[config.mk]
export PLATFORM = sky130hd
export DESIGN_NAME = dump_sched
export DESIGN_NICKNAME = d
export VERILOG_FILES = /design/src/rtl/dump_sched.sv
export SDC_FILE = /design/constraint.sdc
export NUM_CORES = 1
export LEC_CHECK = 0
export CORE_MARGIN = 4
export CORE_UTILIZATION = 45
export DETAILED_ROUTE_END_ITERATION = 8
export GPL_TIMING_DRIVEN = 0
export PLACE_DENSITY_LB_ADDON = 0.1
export SYNTH_ARGS = -nofsm -noshare
export SYNTH_HDL_FRONTEND = slang
export SYNTH_SLANG_ARGS = --single-unit
[constraint.sdc]
create_clock -name clk -period 5.2 [get_ports clk]
set_input_delay 1.04 -clock clk [delete_from_list [all_inputs] [get_ports clk]]
set_output_delay 1.04 -clock clk [all_outputs]
set_load 0.1 [all_outputs]
[src/rtl/dump_sched.sv]
// Flush scheduler for the DSEC datapath: drains a partial compression word on idle or forced flush.
// Define DUMP_SCHED_WATCHDOG_EN to build the scon_done watchdog and timeout_err.
module dump_sched #(
    parameter int IDLE_TIMEOUT = 16,
    parameter int RESP_TIMEOUT = 64
) (
    input  logic       clk,
    input  logic       rst,
    input  logic       stall,
    input  logic       valid_to_comp,
    input  logic [6:0] valid_bits,
    input  logic       force_flush,
    input  logic       scon_done,
    input  logic       out_valid,
    input  logic       out_rcvd,
    input  logic       err_clr,
    output logic       dump_comp,
    output logic       flush_busy,
    output logic       flush_done,
    output logic       proto_err,
    output logic       timeout_err
);
    localparam int IW = $clog2(IDLE_TIMEOUT + 1);

    typedef enum logic [2:0] {IDLE, DUMP, WAIT_SCON, WAIT_RCV, DONE} state_t;

    state_t          state_q, state_d;
    logic [IW-1:0]   idle_cnt_q, idle_cnt_d;
    logic            dump_comp_q, flush_busy_q, flush_done_q, proto_err_q, timeout_err_q;
    logic            idle_inc, idle_fire, force_go, force_empty, wd_exp;

    always_comb begin
        idle_inc    = (state_q == IDLE) && !stall && !valid_to_comp && (valid_bits != 7'd0);
        idle_fire   = idle_inc && (idle_cnt_q == IW'(IDLE_TIMEOUT - 1));
        force_go    = (state_q == IDLE) && !stall && force_flush && (valid_bits != 7'd0);
        force_empty = (state_q == IDLE) && !stall && force_flush && (valid_bits == 7'd0);
    end

`ifdef DUMP_SCHED_WATCHDOG_EN
    localparam int WW = $clog2(RESP_TIMEOUT + 1);
    logic [WW-1:0] wd_cnt_q, wd_cnt_d;

    always_comb begin
        wd_exp   = (state_q == WAIT_SCON) && !stall && (wd_cnt_q == WW'(RESP_TIMEOUT - 1));
        wd_cnt_d = wd_cnt_q;
        if (state_q != WAIT_SCON)
            wd_cnt_d = '0;
        else if (!stall && wd_cnt_q != WW'(RESP_TIMEOUT))
            wd_cnt_d = wd_cnt_q + 1'b1;
    end

    always_ff @(posedge clk or negedge rst) begin
        if (!rst) wd_cnt_q <= '0;
        else      wd_cnt_q <= wd_cnt_d;
    end
`else
    assign wd_exp = 1'b0;
`endif

    always_comb begin
        state_d = state_q;
        if (!stall) begin
            case (state_q)
                IDLE:      if (idle_fire || force_go) state_d = DUMP;
                DUMP:      state_d = WAIT_SCON;
                // scon_done arriving in the expiry cycle takes priority over the watchdog
                WAIT_SCON: if (scon_done) state_d = WAIT_RCV;
                           else if (wd_exp) state_d = IDLE;
                WAIT_RCV:  if (out_valid && out_rcvd) state_d = DONE;
                DONE:      state_d = IDLE;
                default:   state_d = IDLE;
            endcase
        end
    end

    always_comb begin
        idle_cnt_d = idle_cnt_q;
        if (!stall) begin
            if (state_q != IDLE || valid_to_comp || valid_bits == 7'd0)
                idle_cnt_d = '0;
            else if (idle_cnt_q != IW'(IDLE_TIMEOUT))
                idle_cnt_d = idle_cnt_q + 1'b1;
        end
    end

    always_ff @(posedge clk or negedge rst) begin
        if (!rst) begin
            state_q       <= IDLE;
            idle_cnt_q    <= '0;
            dump_comp_q   <= 1'b0;
            flush_busy_q  <= 1'b0;
            flush_done_q  <= 1'b0;
            proto_err_q   <= 1'b0;
            timeout_err_q <= 1'b0;
        end else begin
            state_q       <= state_d;
            idle_cnt_q    <= idle_cnt_d;
            dump_comp_q   <= (state_d == DUMP);
            flush_busy_q  <= (state_d != IDLE);
            flush_done_q  <= (state_d == DONE) || force_empty;
            // a new error in the clearing cycle survives the clear
            proto_err_q   <= (valid_to_comp && flush_busy_q) || (proto_err_q && !err_clr);
            timeout_err_q <= (wd_exp && !scon_done) || (timeout_err_q && !err_clr);
        end
    end

    assign dump_comp   = dump_comp_q;
    assign flush_busy  = flush_busy_q;
    assign flush_done  = flush_done_q;
    assign proto_err   = proto_err_q;
    assign timeout_err = timeout_err_q;
endmodule

After elaboration in Yosys (flattened, before gate mapping)
Cells that the tools add are included.
{"block": "totals", "word_cells": 49, "inputBits": 16, "register_bits": 13}
{"block": "classes", "n_bitwise": 1, "muxes": 7, "n_eq_ne": 7, "addsub": 1, "reduce_logical": 26}
{"cell": "$mux W3", "count": 4}
{"cell": "$pmux W3 S4", "count": 1}
{"cell": "$logic_and A1 B1 Y1", "count": 11}
{"cell": "$mux W5", "count": 2}
{"cell": "$logic_not A7 Y1", "count": 1}
{"cell": "$reduce_bool A7 Y1", "count": 1}
{"cell": "$eq A3 B1 Y1 const B", "count": 2}
{"cell": "$eq A3 B2 Y1 const B", "count": 2}
{"cell": "$reduce_bool A3 Y1", "count": 2}
{"cell": "$add A5 B1 Y5 const B", "count": 1}
{"cell": "$eq A5 B4 Y1 const B", "count": 1}
{"cell": "$logic_or A1 B1 Y1", "count": 5}
{"cell": "$ne A5 B5 Y1 const B", "count": 1}
{"cell": "$eq A3 B3 Y1 const B", "count": 1}
{"cell": "$logic_not A1 Y1", "count": 3}
{"cell": "$logic_not A3 Y1", "count": 1}
{"cell": "$reduce_and A2 Y1", "count": 1}
{"cell": "$reduce_bool A2 Y1", "count": 1}
{"cell": "$not A1 Y1", "count": 1}

Logic depth before layout (Yosys ltp)
Gate-level depths: netlist of the first run.
{"block": "logic_depth", "ltp_word": 11, "mapped_depth": 6, "mapped_depth_nobuf": 6}

Worst setup path before layout of the first run
OpenSTA, ideal clock, no wires.
{"block": "synth_timing", "kind": "in2reg", "startpoint": "input port valid_to_comp", "endpoint": "register idle_cnt_q[1]", "t_arrival_ns": 2.132, "setup_ns": 0.082, "stages": 4, "setup_slack_ns": 2.985, "cell_sequence": "or4_4 > a21o_1 > or3_4 > o22ai_1"}
{"block": "synth_via", "elab_chain_len": 4, "word_cells_on_any_way": 5, "classes_between": "1 x mux; 4 x reduce/logical"}
{"element": "start: declaration", "line": "10", "text": "input logic valid_to_comp,"}
{"element": "$logic_or A1 B1 Y1 * (2 in series)", "line": "79", "text": "if (state_q != IDLE || valid_to_comp || valid_bits == 7'd0)"}
{"element": "$reduce_bool A2 Y1 (no source line)"}
{"element": "$reduce_and A2 Y1 (no source line)"}
{"element": "end signal: assignment", "line": "97", "text": "idle_cnt_q <= idle_cnt_d;"}
{"element": "end: declaration", "line": "28", "text": "logic [IW-1:0] idle_cnt_q, idle_cnt_d;"}
Mark *: on every way between the ends. The rest lies on a longest branch, timed or not.
A chain may end at the register's enable or synchronous reset.

Worst setup path in the final report of the first run
{"block": "layout_timing", "startpoint": "register proto_err_q (netlist: proto_err)", "endpoint": "output port proto_err"}
{"element": "start: declaration", "line": "29", "text": "logic dump_comp_q, flush_busy_q, flush_done_q, proto_err_q, timeout_err_q;"}
{"element": "start signal: assignment", "line": "102", "text": "proto_err_q <= (valid_to_comp && flush_busy_q) || (proto_err_q && !err_clr);"}
{"element": "end: declaration", "line": "20", "text": "output logic proto_err,"}
No word-level cell between the ends.

==> implementation parameters, run 1 <==
Parameter                              Value

Route
  Wire per inst ... 13.8 um
  DRC viols ... 0
  Drt pass-1 iters ... 4
  Routed Wire Length ... 1560 um
  Count of antenna-violating nets left after detailed routing ... 0
  Count of routing violations after the opening detailed-route iteration ... 24
  Total via count after detailed routing ... 609
  Drt via density ... 5.39

STA
  Transition time at the pin with the least slew margin ... 0.969 ns
  Sum of negative setup slack ... 0 ns
  Highest achievable clock rate ... 356 MHz
  Final period util ... 0.540
  Total of endpoints with negative setup slack in the final report ... 0
  Final slew viol count ... 0
  Relative slew margins ... 0.352
  Unrepaired setup endpoints after global routing ... no
  Final critical-path required period ... 2.81 ns
  Clock Skew ... 0.00258 ns
  Worst hold slack across all endpoints ... 0.504 ns
  Fin worst setup slack ... 2.39 ns
  Hold violation count in the final report ... 0

Global route
  First-pass GRT wire length ... 2590 um
  Antenna violations before repair ... 0
  Pin count of the biggest net entering global routing ... 14
  Vias in the first global route ... 612
  Tot GR Track Use ... 0.167
  Congestion Overflow GR ... 0

Place
  DP HPWL ... 1160 um
  Post-Place Setup Slack ... 2.45 ns
  Number of I/O port buffers ... 20
  Number of cells after detailed placement ... 109
  Weighted congestion reported at the end of routability-driven placement ... 0.779

Floorplanning
  Die Span X ... 47.3 um
  Starting Density ... 0.502
  Height of the die ... 47.3 um
  Row count ... 13
  Core area ... 1380 um2
  Die Area ... 2240 um2
  Total I/O pin count ... 21

Setup path
  Worst Path Required ... 4.16 ns
  Critical path fanouts, max ... 2
  Kind of end point of the critical path ... primary output
  Top cell family by delay on the critical path ... buffers and inverters
  Count of buffer and inverter cells on the critical path ... 1
  Startpoint of the most critical setup path ... proto_err
  Start of the worst register-to-register path ... state_q[0]
  Crit-path cells ... clkdlybuf4s50_1
  Cell count along the critical path ... 1
  Start-to-end type of the worst setup path ... register to primary output
  Sort of element at the start of the critical path ... register
  Cell at the slowest stage of the critical path ... clkdlybuf4s50_1
  Max stage delay on crit path ... 1.13 ns
  Crit path DAT ... 1.77 ns
  Worst Reg-to-Reg Cells ... 4

Cells and area
  Inserted Diodes ... 0
  Total of fill cells in the finished design ... 110
  Synth-to-Final Area Change ... 35.3%
  Number of nets in the finished design ... 118
  Share of final-layout standard cells stronger than drive strength 1 ... 0.0816
  Post-route non-filler standard cell count ... 113
  Post-Route Utilization ... 0.680

Power and ir drop
  P per Cell Area ... 398 nW/um2
  Maximum VDD drop ... 318 uV
  Static leakage power ... 0.000415 uW

Clock tree
  CTS sink count ... 13
  CTS max path bufs ... 2
  Post-cts hold buffer count ... 0
  Worst skew pair latency ... 0.28 ns
  Clock tree from TritonCTS ... built
  Number of instances resized during post-cts repair ... 0
  Clock edge transition at the registers on the reported setup and hold paths ... 0.08 ns
  Setup repair bufs after CTS ... 0
  Total clock buffers created by CTS ... 3
  Library cell used as clock root buffer ... clkbuf_4
  H-tree lvl count ... 1

Yosys
  Yosys top cell by area ... dfrtp_1
  Number of flip-flops and latches in the synthesized netlist ... 13
  Yosys warns ... 0
  Part of the Yosys area used for sequential elements ... 0.468
  Share of the synthesized area in the top cell type ... 0.468
  Synthesized Nets ... 93
  Count of mapped cells out of synthesis ... 74
  Cell variety after synth ... 27
  Top post-synthesis cells by area ... dfrtp_1 (47%), ha_1 (5.4%), nand2_1 (4.9%)
  Synth Cell Area ... 694 um2
  Synthesized area per cell ... 9.38 um2

Job
  Number of max-cap violations ... 0

Worst hold path
  Classification of the worst-slack hold path ... register to register
  Instance count along the most critical hold path ... 2
  Launch instance of the worst min-delay path ... flush_busy

Run status
  Result of the run ... complete, no violations
-- path summary, 6_finish.rpt --
| path | slack [ns] | to |
|---|---|---|
| setup / recovery | 2.39 | proto_err |
| hold / removal | 0.50 | proto_err |
| setup reg to reg | 3.34 | idle_cnt_q[4] |
| hold reg to reg | 0.50 | proto_err |
| max in group asynchronous | 3.70 | idle_cnt_q[1] |
| min in group asynchronous | 1.12 | flush_busy |
-- sequential cells by signal, indices dropped and copies added, names as in the netlist --
signal and flops:
flush_done 1, timeout_err 1, state_q 3, proto_err 1, flush_busy 1, dump_comp 1
idle_cnt_q 5
-- cells by family after synthesis --
group / share of synthesized area
AND/OR/NAND/NOR: 0.220
AO/OA/AOI/OAI: 0.168
flip-flops: 0.468
buffers and inverters: 0.0757
adder cells (fa/ha/maj): 0.0541
multiplexers: 0.0144
-- layout make-up --
class                           instances  area, um2  area share
Inverter                                8       30.0      0.0320
Timing Repair Buffer                   20        200       0.213
Buffer                                  2       22.5      0.0240
Sequential cell                        13        325       0.346
Multi-Input combinational cell         51        317       0.337
Clock buffer                            4       26.3      0.0280
Tap cell                               15       18.8      0.0200
-- cells in the final DEF, fill, tap and decap left out, types with 4 or more instances in the layout --
cell / synthesis / final
o21ai_0: 4 / 4
dfrtp_1: 13 / 13
nor3_1: 4 / 4
inv_1: 8 / 8
a21oi_1: 6 / 6
nand2_1: 9 / 9
clkdlybuf4s50_1: 0 / 20
-- through the flow --
step                      cell area, um2  power (uW)
after floorplan                      694         263
after global placement               913         307
after detailed placement             913         310
after CTS                            940         373
after global routing                 940         392
final                                940         374
-- metal layers --
metal	wire (um)	share of wire	GRT usage	vias up
met2	692	0.44	0.294	21
met4	27	0.017	0.0663	0
met3	149	0.095	0.0421	5
li1	-	-	-	310
met5	0	0	0	-
met1	693	0.44	0.191	273
-- synth_stat cells --
master,n
buf_6,2
mux2i_1,1
nor2b_1,1
a21o_1,3
nand2b_1,1
nand2_1,9
nand4b_1,1
nand4_1,1
nor4_1,2
inv_1,8
a21oi_1,6
or3_1,1
nor2_1,3
a31o_2,1
nor3_1,4
o22ai_1,2
or4_4,1
o21ai_1,1
ha_1,3
dfrtp_1,13
a32oi_1,1
o21ai_0,4
and3_1,1
nand3_1,1
nand3b_1,1
or3_4,1
o2bb2ai_1,1
-- power breakdown --
part	switching (uW)	internal (uW)	leakage, uW	total, uW
registers	17.6	121	0.000168	138
logic	115	56.5	0.000232	171
clock network	35.2	29.8	0.0000150	65.0
total	167	207	0.000415	374
Power figures use the tool's default switching activity.
==> inputs of run 2 (changes only) <==
--- a/config.mk
+++ b/config.mk
@@ -6,7 +6,7 @@
 export NUM_CORES = 1
 export LEC_CHECK = 0
 export CORE_MARGIN = 4
-export CORE_UTILIZATION = 45
+export CORE_UTILIZATION = 44
 export DETAILED_ROUTE_END_ITERATION = 8
 export GPL_TIMING_DRIVEN = 0
 export PLACE_DENSITY_LB_ADDON = 0.1
==> constraint.sdc (replaced) <==
create_clock -name clk -period 2.8 [get_ports clk]
set_input_delay 0.56 -clock clk [delete_from_list [all_inputs] [get_ports clk]]
set_output_delay 0.56 -clock clk [all_outputs]
set_load 0.1 [all_outputs]
==> run 2 against run 1 <==
  * Via count up 2.0%
  * Clock power up 82%
  * Largest cell class unchanged
  * Critical path depth unchanged
  * Largest power group unchanged
  * Utilization down 5.4 points
  * Register-to-register slack worse by 2.4 ns
  * Flip-flop and latch count unchanged
  * Final cell count up 0.88%
==> implementation parameters, run 2 (synthesis results as in run 1) <==
Parameter                              Value

Cells and area
  Commonest cells after routing, fill and taps aside ... clkdlybuf4s50_1 (20), dfrtp_1 (13), nand2_1 (9)
  Share of final-layout standard cells stronger than drive strength 1 ... 0.0918
  Most common library cell in the layout ignoring fill and taps ... clkdlybuf4s50_1
  Number of nets in the finished design ... 118
  Inserted Diodes ... 0
  Max FFs per register ... 5
  Post-Route Utilization ... 0.625
  Synth-to-Final Area Change ... 35.7%
  Top register by number of flip-flops ... idle_cnt_q
  Biggest registers after layout ... idle_cnt_q: 5 flops, state_q: 3 flops

Floorplanning
  Total I/O pin count ... 21
  Die Area ... 2280 um2
  Die Span X ... 47.7 um
  Row count ... 14
  Height of the die ... 47.7 um
  Starting Density ... 0.461
  Core area ... 1510 um2

Setup path
  Max stage delay on crit path ... 1.14 ns
  Crit-path cells ... clkdlybuf4s50_1
  Startpoint of the most critical setup path ... flush_busy
  Critical path fanouts, max ... 2
  Start of the worst register-to-register path ... state_q[0]
  Worst Reg-to-Reg Cells ... 4
  Worst Path Required ... 2.24 ns
  Crit path DAT ... 1.78 ns
  Top cell family by delay on the critical path ... buffers and inverters
  Sort of element at the start of the critical path ... register
  Kind of end point of the critical path ... primary output
  Reg2Reg Setup Slack ... 0.95 ns
  Count of buffer and inverter cells on the critical path ... 1
  End of the worst register-to-register path ... idle_cnt_q[1]
  Start-to-end type of the worst setup path ... register to primary output
  Cell at the slowest stage of the critical path ... clkdlybuf4s50_1

Global route
  Pin count of the biggest net entering global routing ... 14
  Antenna violations before repair ... 0
  Global route hottest layer ... met2
  Met2 demand-to-capacity share in global routing ... 0.256
  Vias in the first global route ... 638
  Met1 track demand over resource in global routing ... 0.200
  Met3 GRT Util ... 0.0451
  Congestion Overflow GR ... 0
  Tot GR Track Use ... 0.164
  First-pass GRT wire length ... 2570 um

Route
  Count of routing violations after the opening detailed-route iteration ... 15
  Total via count after detailed routing ... 621
  Drt pass-1 iters ... 4
  DRC viols ... 0
  Wire per inst ... 13.3 um
  Routed Wire Length ... 1520 um
  Drt via density ... 5.45
  Count of antenna-violating nets left after detailed routing ... 0

Clock tree
  Total clock buffers created by CTS ... 3
  Clock edge transition at the registers on the reported setup and hold paths ... 0.09 ns
  Library cell used as clock root buffer ... clkbuf_4
  Post-cts hold buffer count ... 0
  Clock tree from TritonCTS ... built
  H-tree lvl count ... 1
  CTS max path bufs ... 2
  Worst skew pair latency ... 0.28 ns
  Setup repair bufs after CTS ... 0
  Number of instances resized during post-cts repair ... 0
  CTS sink count ... 13

STA
  Highest achievable clock rate ... 428 MHz
  Final period util ... 0.835
  Hold violation count in the final report ... 0
  Relative slew margins ... 0.348
  Clock Skew ... 0.00710 ns
  Unrepaired setup endpoints after global routing ... no
  Final critical-path required period ... 2.34 ns
  Final slew viol count ... 0
  Sum of negative setup slack ... 0 ns
  Transition time at the pin with the least slew margin ... 0.975 ns
  Total of endpoints with negative setup slack in the final report ... 0

Run status
  Result of the run ... complete, no violations

Place
  Weighted congestion reported at the end of routability-driven placement ... 0.829
  DP HPWL ... 1150 um
  Number of I/O port buffers ... 20

Power and ir drop
  Maximum VDD drop ... 713 uV
  Static leakage power ... 0.000418 uW
  P per Cell Area ... 736 nW/um2

Worst hold path
  Launch instance of the worst min-delay path ... flush_busy
  Instance count along the most critical hold path ... 2
  Classification of the worst-slack hold path ... register to register
  Hold path endpoint ... proto_err

Job
  Number of max-cap violations ... 0
-- run 2: how the worst max path moves through the flow --
stage	end	slack, ns	cells past startpoint
final	flush_busy	0.46	1
after global placement	idle_cnt_q[4]	0.54	5
after detailed placement	idle_cnt_q[1]	0.52	5
after floorplan	idle_cnt_q[1]	1.06	5
after global routing	proto_err	0.40	1
after CTS	flush_busy	0.46	1
-- run 2: final cells by class --
cell class / count / area (um2)
sequential: 13 / 325
fill: 135 / 564
inverter: 8 / 30.0
timing repair buffer: 20 / 200
clock buffer: 3 / 22.5
buffer: 2 / 22.5
clock inverter: 1 / 5.00
tap: 16 / 20.0
multi-input combinational: 51 / 317
-- run 2: power by group --
group          internal (uW)  switching, uW
clock                   53.1           65.2
sequential               224           32.9
combinational            105            213
total                    382            311
-- run 2: through the flow --
| stage | std cells | setup slack (ns) | hold slack (ns) | total power (uW) | instance area (um2) |
|---|---|---|---|---|---|
| global route | 114 | 0.404 | 0.539 | 736 | 942 |
| CTS | 114 | 0.456 | 0.522 | 699 | 942 |
| global placement | 110 | 0.541 | 0.465 | 575 | 915 |
| floorplan | 74 | 1.06 | 0.264 | 488 | 694 |
| finish | 114 | 0.461 | 0.516 | 693 | 942 |
| detailed placement | 110 | 0.523 | 0.498 | 577 | 915 |
-- run 2: per-layer routing --
layer  vias to the layer above  part of all wire  wire [um]
li1                        312                 -          -
met4                         0             0.021         32
met1                       288              0.44        671
met2                        16              0.48        720
met3                         5             0.060         91
met5                         -                 0          0
-- run 2: worst min-delay path: stages (launching register included) --
cell and delay, ns:
dfrtp_1 0.35, nand2_1 0.05, o21ai_0 0.07
